==> src/rtl/mem_rec_pkg.sv <==
// Shared types and defaults for the byte record/playback controller.
// The terminator character ends a recording and is never stored.
package mem_rec_pkg;

  localparam int DATA_W_DEF = 8;
  localparam int ADDR_W_DEF = 5;
  localparam logic [7:0] TERM_CHAR_DEF = 8'd43;

  typedef enum logic [1:0] {
    ST_IDLE = 2'd0,
    ST_REC  = 2'd1,
    ST_PLAY = 2'd2
  } rec_state_t;

endpackage

==> src/rtl/mem_rec_ram.sv <==
// Simple dual-port byte RAM.
// One write port, plus one read port with a read enable and a registered output (latency 1).
module mem_rec_ram import mem_rec_pkg::*; #(
  parameter int DATA_W = DATA_W_DEF,
  parameter int ADDR_W = ADDR_W_DEF
) (
  input  logic              i_clk,
  input  logic              i_rst,
  input  logic              i_we,
  input  logic [ADDR_W-1:0] i_waddr,
  input  logic [DATA_W-1:0] i_wdata,
  input  logic              i_re,
  input  logic [ADDR_W-1:0] i_raddr,
  output logic [DATA_W-1:0] o_rdata
);

  logic [DATA_W-1:0] mem [2**ADDR_W];

  always_ff @(posedge i_clk) begin
    if (i_we) begin
      mem[i_waddr] <= i_wdata;
    end
  end

  // Only the output register is reset; the array contents survive reset.
  always_ff @(posedge i_clk) begin
    if (i_rst) begin
      o_rdata <= '0;
    end else if (i_re) begin
      o_rdata <= mem[i_raddr];
    end
  end

endmodule

==> src/rtl/mem_rec_ctrl.sv <==
// Record/playback controller: captures an input byte stream into RAM until a terminator or a full buffer,
// then streams the stored bytes back out over valid/ready.
module mem_rec_ctrl import mem_rec_pkg::*; #(
  parameter int                DATA_W    = DATA_W_DEF,
  parameter int                ADDR_W    = ADDR_W_DEF,
  parameter logic [DATA_W-1:0] TERM_CHAR = TERM_CHAR_DEF
) (
  input  logic              i_clk,
  input  logic              i_rst,
  input  logic              i_start_rec,
  input  logic [DATA_W-1:0] i_data,
  input  logic              i_valid,
  input  logic              i_start_play,
  input  logic              i_ready,
  output logic [DATA_W-1:0] o_data,
  output logic              o_valid,
  output logic              o_rec_busy,
  output logic              o_play_busy,
  output logic [ADDR_W:0]   o_len,
  output logic              o_full,
  output logic              o_done
);

  localparam logic [ADDR_W:0]   FULL_LEN = {1'b1, {ADDR_W{1'b0}}};
  localparam logic [ADDR_W:0]   LEN_ONE  = {{ADDR_W{1'b0}}, 1'b1};
  localparam logic [ADDR_W-1:0] PTR_ONE  = {{(ADDR_W-1){1'b0}}, 1'b1};

  rec_state_t state, state_next;

  logic [ADDR_W-1:0] wptr;
  logic [ADDR_W-1:0] rptr;
  logic [ADDR_W:0]   len;
  logic              full;
  logic              done;
  logic              valid;

  logic              rec_byte;
  logic              rec_term;
  logic              rec_last;
  logic              idle_rec;
  logic              idle_play;
  logic              play_first;
  logic              play_xfer;
  logic              play_last;

  logic              ram_we;
  logic              ram_re;
  logic [ADDR_W-1:0] ram_raddr;
  logic [DATA_W-1:0] ram_rdata;

  assign rec_byte   = (state == ST_REC) && i_valid && (i_data != TERM_CHAR);
  assign rec_term   = (state == ST_REC) && i_valid && (i_data == TERM_CHAR);
  assign rec_last   = rec_byte && (len == FULL_LEN - LEN_ONE);
  assign idle_rec   = (state == ST_IDLE) && i_start_rec;
  assign idle_play  = (state == ST_IDLE) && !i_start_rec && i_start_play;
  // valid is low in PLAY only during the entry cycle, before the first read has returned.
  assign play_first = (state == ST_PLAY) && !valid;
  assign play_xfer  = (state == ST_PLAY) && valid && i_ready;
  assign play_last  = ({1'b0, rptr} == len - LEN_ONE);

  always_ff @(posedge i_clk) begin
    if (i_rst) begin
      state <= ST_IDLE;
    end else begin
      state <= state_next;
    end
  end

  always_comb begin
    state_next = state;
    case (state)
      ST_IDLE: begin
        if (i_start_rec) begin
          state_next = ST_REC;
        end else if (i_start_play && (len != '0)) begin
          state_next = ST_PLAY;
        end
      end
      ST_REC: begin
        if (rec_term || rec_last) begin
          state_next = ST_IDLE;
        end
      end
      ST_PLAY: begin
        if (play_xfer && play_last) begin
          state_next = ST_IDLE;
        end
      end
      default: state_next = ST_IDLE;
    endcase
  end

  // On a transfer, fetch the following byte in the same cycle so that valid never drops mid-stream.
  always_comb begin
    o_rec_busy  = (state == ST_REC);
    o_play_busy = (state == ST_PLAY);
    ram_we      = rec_byte;
    ram_re      = play_first || (play_xfer && !play_last);
    ram_raddr   = play_first ? rptr : rptr + PTR_ONE;
  end

  always_ff @(posedge i_clk) begin
    if (i_rst) begin
      wptr  <= '0;
      rptr  <= '0;
      len   <= '0;
      full  <= 1'b0;
      done  <= 1'b0;
      valid <= 1'b0;
    end else begin
      done <= 1'b0;
      if (idle_rec) begin
        wptr <= '0;
        len  <= '0;
        full <= 1'b0;
      end
      if (idle_play) begin
        rptr <= '0;
        if (len == '0) begin
          done <= 1'b1;
        end
      end
      if (rec_byte) begin
        wptr <= wptr + PTR_ONE;
        len  <= len + LEN_ONE;
        if (rec_last) begin
          full <= 1'b1;
          done <= 1'b1;
        end
      end
      if (rec_term) begin
        done <= 1'b1;
      end
      if (play_first) begin
        valid <= 1'b1;
      end
      // rptr tracks the address of the byte currently presented on o_data.
      if (play_xfer) begin
        if (play_last) begin
          valid <= 1'b0;
          done  <= 1'b1;
        end else begin
          rptr <= rptr + PTR_ONE;
        end
      end
    end
  end

  mem_rec_ram #(
    .DATA_W (DATA_W),
    .ADDR_W (ADDR_W)
  ) u_ram (
    .i_clk   (i_clk),
    .i_rst   (i_rst),
    .i_we    (ram_we),
    .i_waddr (wptr),
    .i_wdata (i_data),
    .i_re    (ram_re),
    .i_raddr (ram_raddr),
    .o_rdata (ram_rdata)
  );

  assign o_data  = ram_rdata;
  assign o_valid = valid;
  assign o_len   = len;
  assign o_full  = full;
  assign o_done  = done;

endmodule

==> config.mk <==
export PLATFORM = sky130hd
export DESIGN_NAME = mem_rec_ctrl
export DESIGN_NICKNAME = d
export VERILOG_FILES = /design/src/rtl/mem_rec_pkg.sv /design/src/rtl/mem_rec_ram.sv /design/src/rtl/mem_rec_ctrl.sv
export SDC_FILE = /design/constraint.sdc
export NUM_CORES = 1
export LEC_CHECK = 0
export CORE_MARGIN = 3
export CORE_UTILIZATION = 55
export CTS_BUF_LIST = sky130_fd_sc_hd__clkbuf_8
export DETAILED_ROUTE_END_ITERATION = 6
export GPL_TIMING_DRIVEN = 0
export PLACE_DENSITY = 0.77
export SYNTH_ARGS = -nofsm -noshare
export SYNTH_HDL_FRONTEND = slang
export SYNTH_HIERARCHICAL = 1
export SYNTH_SLANG_ARGS = --single-unit
==> constraint.sdc <==
create_clock -name i_clk -period 3.6 [get_ports i_clk]
set_clock_uncertainty 0.2 [all_clocks]
set_input_delay 0.36 -clock i_clk [delete_from_list [all_inputs] [get_ports i_clk]]
set_output_delay 0.36 -clock i_clk [all_outputs]
set_load 0.01 [all_outputs]
# Word level (Yosys, flattened, before mapping)
# Memory sizes are Yosys's and may differ from the RTL's. A register that Yosys moved wholly into a read port is not among the register bits.
# Index checks and enable logic that the tools add are counted.
[totals]
inputBits = 14
register_bits = 21
output_inout_bits = 19
elab_cells = 72
ramBits = 256
memories = 1
[memory_table]
columns = ["name", "depth", "word_bits", "read_ports", "rd_ports_with_merged_regs", "wr", "line", "text"]
rows = [
  ["u_ram.mem", 32, 8, 1, 1, 1, "mem_rec_ram.sv:17", "logic [DATA_W-1:0] mem [2**ADDR_W];"],
]
[classes]
eq_ne = 9
n_addsub = 4
reduce_logical = 23
mux = 28
[op_table]
columns = ["operator", "count"]
rows = [
  ["5-bit two-way mux", 6],
  ["1-bit two-way mux", 15],
  ["1-bit logical AND", 13],
  ["6-bit two-way mux", 2],
  ["5-bit by 1-bit adder with 5-bit output (second input constant)", 2],
  ["8-bit by 6-bit == test with 1-bit output (second input constant)", 1],
  ["2-bit two-way mux", 4],
  ["8-bit by 6-bit inequality test with 1-bit output (second input constant)", 1],
  ["6-bit by 1-bit adder with 6-bit output (second input constant)", 1],
  ["5-bit by 6-bit == test with 1-bit output", 1],
  ["6-bit by 5-bit == test with 1-bit output (second input constant)", 1],
  ["6-bit zero test", 1],
  ["2-bit one-hot mux with 3 select lines", 1],
  ["6-bit nonzero test", 1],
  ["6-bit by 1-bit subtractor with 6-bit output (second input constant)", 1],
  ["2-bit by 1-bit inequality test with 1-bit output (second input constant)", 2],
  ["1-bit zero test", 3],
  ["3-bit by 2-bit inequality test with 1-bit output (second input constant)", 1],
  ["3-bit AND reduction", 1],
  ["2-bit by 1-bit == test with 1-bit output (second input constant)", 1],
  ["2-bit == test (second input constant)", 1],
  ["2-bit zero test", 1],
  ["1-bit logical OR", 2],
  ["2-bit nonzero test", 1],
]

# Logic depth before layout (Yosys ltp)
[depth]
depth_word = 9
mapped_depth = 12
ltp_nobuf = 9

# Modules after synthesis
# Netlist, hierarchy kept.
[modules_own_cells]
columns = ["mod", "cells_per_inst", "seq_area_each_um2", "instances", "area_per_inst_um2"]
rows = [
  ["mem_rec_ram", 601, 7847.5, 1, 10382.5],
  ["mem_rec_ctrl", 171, 420.4, 1, 1371.3],
]

# Worst setup path after synthesis
# OpenSTA, ideal clock, no wires.
[synth_timing]
path_kind = "reg2reg"
startpoint = "register state[0]"
endpoint = "register u_ram.o_rdata[1] (read register of u_ram.mem)"
path_stages_with_launch = 11
period_less_slack_ns = 2.798
path_buffers = 2
setup_ns = 0.086
slack_ns = 0.802
required_ns = 3.314
arrival_ns = 2.513
cell_sequence = "dfxtp_1 -> nand2b_1 -> nor2_1 -> mux2_2 -> nor2b_1 -> clkbuf_1 -> clkbuf_1 -> a22oi_1 -> a21oi_1 -> or4_1 -> a211oi_1"
[synth_via]
elab_cells_between_ends = 7
classes_between = "eq/ne (1); mux (1); reduce/logical (5)"
[synth_rtl]
columns = ["item", "line", "text"]
rows = [
  ["from (decl)", "mem_rec_ctrl.sv:28", "rec_state_t state, state_next;"],
  ["from (signal assigned)", "mem_rec_ctrl.sv:65", "state <= state_next;"],
  ["2-bit == test", "mem_rec_ctrl.sv:57", "assign play_first = (state == ST_PLAY) && !valid;"],
  ["1-bit logical AND", "mem_rec_ctrl.sv:57", ""],
  ["5-bit two-way mux", "mem_rec_ctrl.sv:99", "ram_raddr = play_first ? rptr : rptr + PTR_ONE;"],
  ["via ram_raddr[1]", "mem_rec_ctrl.sv:48", "logic [ADDR_W-1:0] ram_raddr;"],
  ["to (decl)", "mem_rec_ram.sv:14", "output logic [DATA_W-1:0] o_rdata"],
]
# The timed path passes the listed nets, and every way through them passes these cells.
# A chain may end at the register's enable or synchronous reset.

# Final worst setup path
[layout_timing]
startpoint = "register state[1]"
endpoint = "register u_ram.o_rdata[5] (read register of u_ram.mem)"
# Same word-level chain as after synthesis.

==> flow_metrics.env <==
export IMPL_swShare=0.208
export IMPL_ys_ff_latch=285
export IMPL_cts_sinks=285
export IMPL_drc_errors=0
export IMPL_htreeDepth=2
export IMPL_cts_buffers=44
export IMPL_powerDensity_nw_per_um2=473
export IMPL_pwr_share_comb=0.025
export IMPL_worstPathRequired_ns=3.86
export IMPL_post_cts_setup_buffer_count=0
export IMPL_ys_warn_count=6
export IMPL_startpoint_type="flop"
export IMPL_synth_area_leaders="edfxtp_1, mux2i_1, dfxtp_1"
export IMPL_cts_tree="done"
export IMPL_peakVddDrop_v=0.000301
export IMPL_setup_viol=0
export IMPL_placed_area_um2=12400
export IMPL_drt_wirelength_per_cell_um=23.3
export IMPL_fin_crit_ns=3.48
export IMPL_grt_overflow=0
export IMPL_clk_latency_ns=0.55
export IMPL_maxCapViolCount=0
export IMPL_max_freq_mhz=287
export IMPL_cp_depth=10
export IMPL_final_core_utilization=0.643
export IMPL_seqPwrFrac=0.577
export IMPL_synth_nets=790
export IMPL_gp_congestion=0.892
export IMPL_grt_pass1_wl_um=40600
export IMPL_stdcell_count=1154
export IMPL_nets=868
export IMPL_io_pin_count=33
export IMPL_rows=52
export IMPL_nFillCells=1430
export IMPL_synth_seq_area_share=0.703
export IMPL_path_cells="nand2b_1, nor2_2, mux2_2, nor2b_1, clkbuf_1, clkbuf_1, a22oi_1, a21oi_1, or4_1, a211oi_1"
export IMPL_drt_iter0_markers=684
export IMPL_p_switching_mw=1.30
export IMPL_synthDistinctLibCells=54
export IMPL_crit_fanout=10
export IMPL_die_w_um=152
export IMPL_fin_crit_sh=0.968
export IMPL_multi_input_area_um2=3210
export IMPL_finalMaxSlewViolations=0
export IMPL_initial_core_util=0.570
export IMPL_hold_depth=1
export IMPL_grt_total_usage=0.228
export IMPL_drive_above_1_share=0.128
export IMPL_synth_top_area_cell="edfxtp_1"
export IMPL_viasPerCell=6.17
export IMPL_path_class="reg -> reg"
export IMPL_diodes=0
export IMPL_clockBufferDepth=3
export IMPL_clkPwrFrac=0.398
export IMPL_grt_pass1_vias=7082
export IMPL_synthToLayoutAreaGrowth_pct=12.8
export IMPL_grt_setup_unrepaired="yes"
export IMPL_crit_family="simple AND/OR/NAND/NOR gates"
export IMPL_final_cell_mix="edfxtp_1, mux2i_1, nor2_1, a22oi_1, a21oi_1"
export IMPL_grt_max_degree=34
export IMPL_p_int_mw=4.96
export IMPL_drtPass1Iterations=6
export IMPL_die_area_um2=23200
export IMPL_yosys_area_top_type_share=0.654
export IMPL_setup_ws_ns=0.116
export IMPL_finalPower_mw=6.27
export IMPL_antenna_found_initial=1
export IMPL_holdWs_ns=0.237
export IMPL_path_clk_slew_ns=0.07
export IMPL_seq_area_um2=8270
export IMPL_cp_end_kind="flop"
export IMPL_finalSetupTns_ns=0
export IMPL_dpl_hpwl_um=17400
export IMPL_ant_nets=0
export IMPL_syn_area_per_cell_um2=15.2
export IMPL_crit_buf_inv=2
export IMPL_netlist_area_um2=11800
export IMPL_run_status="complete, no violations"
export IMPL_io_buffers=31
export IMPL_layout_commonest_cell="edfxtp_1"
export IMPL_rrSetupSlack_ns=0.12
export IMPL_critPathMostFrequentCell="clkbuf_1"
export IMPL_hold_viol=0
export IMPL_die_h_um=152
export IMPL_core_area_um2=20600
export IMPL_relSlewSlack=0.246
export IMPL_hold_path_class="in -> reg"
export IMPL_wirelength_um=26900
export IMPL_place_ws_ns=-1.29
export IMPL_stdcell_area_um2=13300
export IMPL_placed_cells_incl_taps=1073
export IMPL_max_stage_delay_ns=0.62
export IMPL_rr_worst_depth=10
export IMPL_cp_slowest_cell="or4_1"
export IMPL_cts_root_buf="clkbuf_8"
export IMPL_p_leak_nw=5.12
export IMPL_cp_arrival_ns=3.75
export IMPL_vias=7116
export IMPL_syn_instance_count=772
export IMPL_tightest_slew_ns=1.13
==> repair_timing <==
action	4_1_cts	5_1_grt
setup endpoints to repair	256	32
hold buffers	1	0
endpoints found under the hold margin	9	0
resized for setup	23	11
==> registers in the layout (all words and copies together) (netlist names) <==
register	flops
u_ram/mem	256
u_ram/o_rdata	8
o_len	6
rptr	5
wptr	5
state	2
o_done	1
o_full	1
o_valid	1
==> routing by layer <==
metal  GRT usage  vias up  wire (um)
li1            -     3181          -
met1       0.298     3522      10700
met2       0.380      353      13100
met3      0.0500       60       2260
met4      0.0830        0        782
met5           0        -          0
==> worst register-to-register path, stage by stage, from the launching register on <==
cell      delay (ns)
dfxtp_1         0.41
nand2b_1        0.20
nor2_2          0.23
mux2_2          0.41
nor2b_1         0.15
clkbuf_1        0.17
clkbuf_1        0.30
a22oi_1         0.32
a21oi_1         0.16
or4_1           0.62
a211oi_1        0.25
==> cells by family after synthesis <==
logic type | share of synthesized area
simple gates | 0.0676
fa+ha+maj | 0.00426
buf+inv | 0.0267
compound gates | 0.0821
mux | 0.110
flops | 0.703
xor+xnor | 0.00596
==> synthesized netlist by cell type (all sizes together) <==
master and instances:
edfxtp 256, a21oi 47, nor3 4, nor4 5
nor4b 3, a221o 1, or2 1, inv 5
nand4 1, o211ai 1, or3 2, dfxtp 29
nand3b 8, nand2 10, and3 3, nor2b 6
and4 1, a211o 4, nor2 70, mux2i 128
mux2 1, buf 27, nand3 13, a31oi 2
o41ai 1, or3b 4, o22ai 1, xnor2 3
o21ai 8, a211oi 12, a22oi 64, ha 4
a2bb2oi 1, xor2 5, clkbuf 20, nand2b 6
o32ai 1, or4 10, and2 3, a21boi 1
==> final cells by class <==
class,count,area share
well taps,270,0.0255
clock inverters,35,0.0148
clock buffers,45,0.0467
multi-input cells,435,0.242
plain buffers,47,0.0224
repair buffers,32,0.0238
flip-flops and latches,285,0.623
inverters,5,0.00142
==> power by group through the flow <==
stage	logic, mW	clock network, mW	registers (mW)
after floorplan	0.0645	0	3.69
after detailed placement	0.156	0	3.69
after global routing	0.171	2.69	3.62
after CTS	0.158	2.54	3.62
after global placement	0.149	0	3.69
final	0.156	2.49	3.62
==> path summary, 6_finish.rpt <==
kind                          from          endpoint
setup reg to reg          state[1]  u_ram/o_rdata[5]
hold / removal           i_data[5]  u_ram/mem[13][5]
setup / recovery          state[1]  u_ram/o_rdata[5]
hold reg to reg   u_ram/o_rdata[5]  u_ram/o_rdata[5]
(Power assumes the default switching activity.)
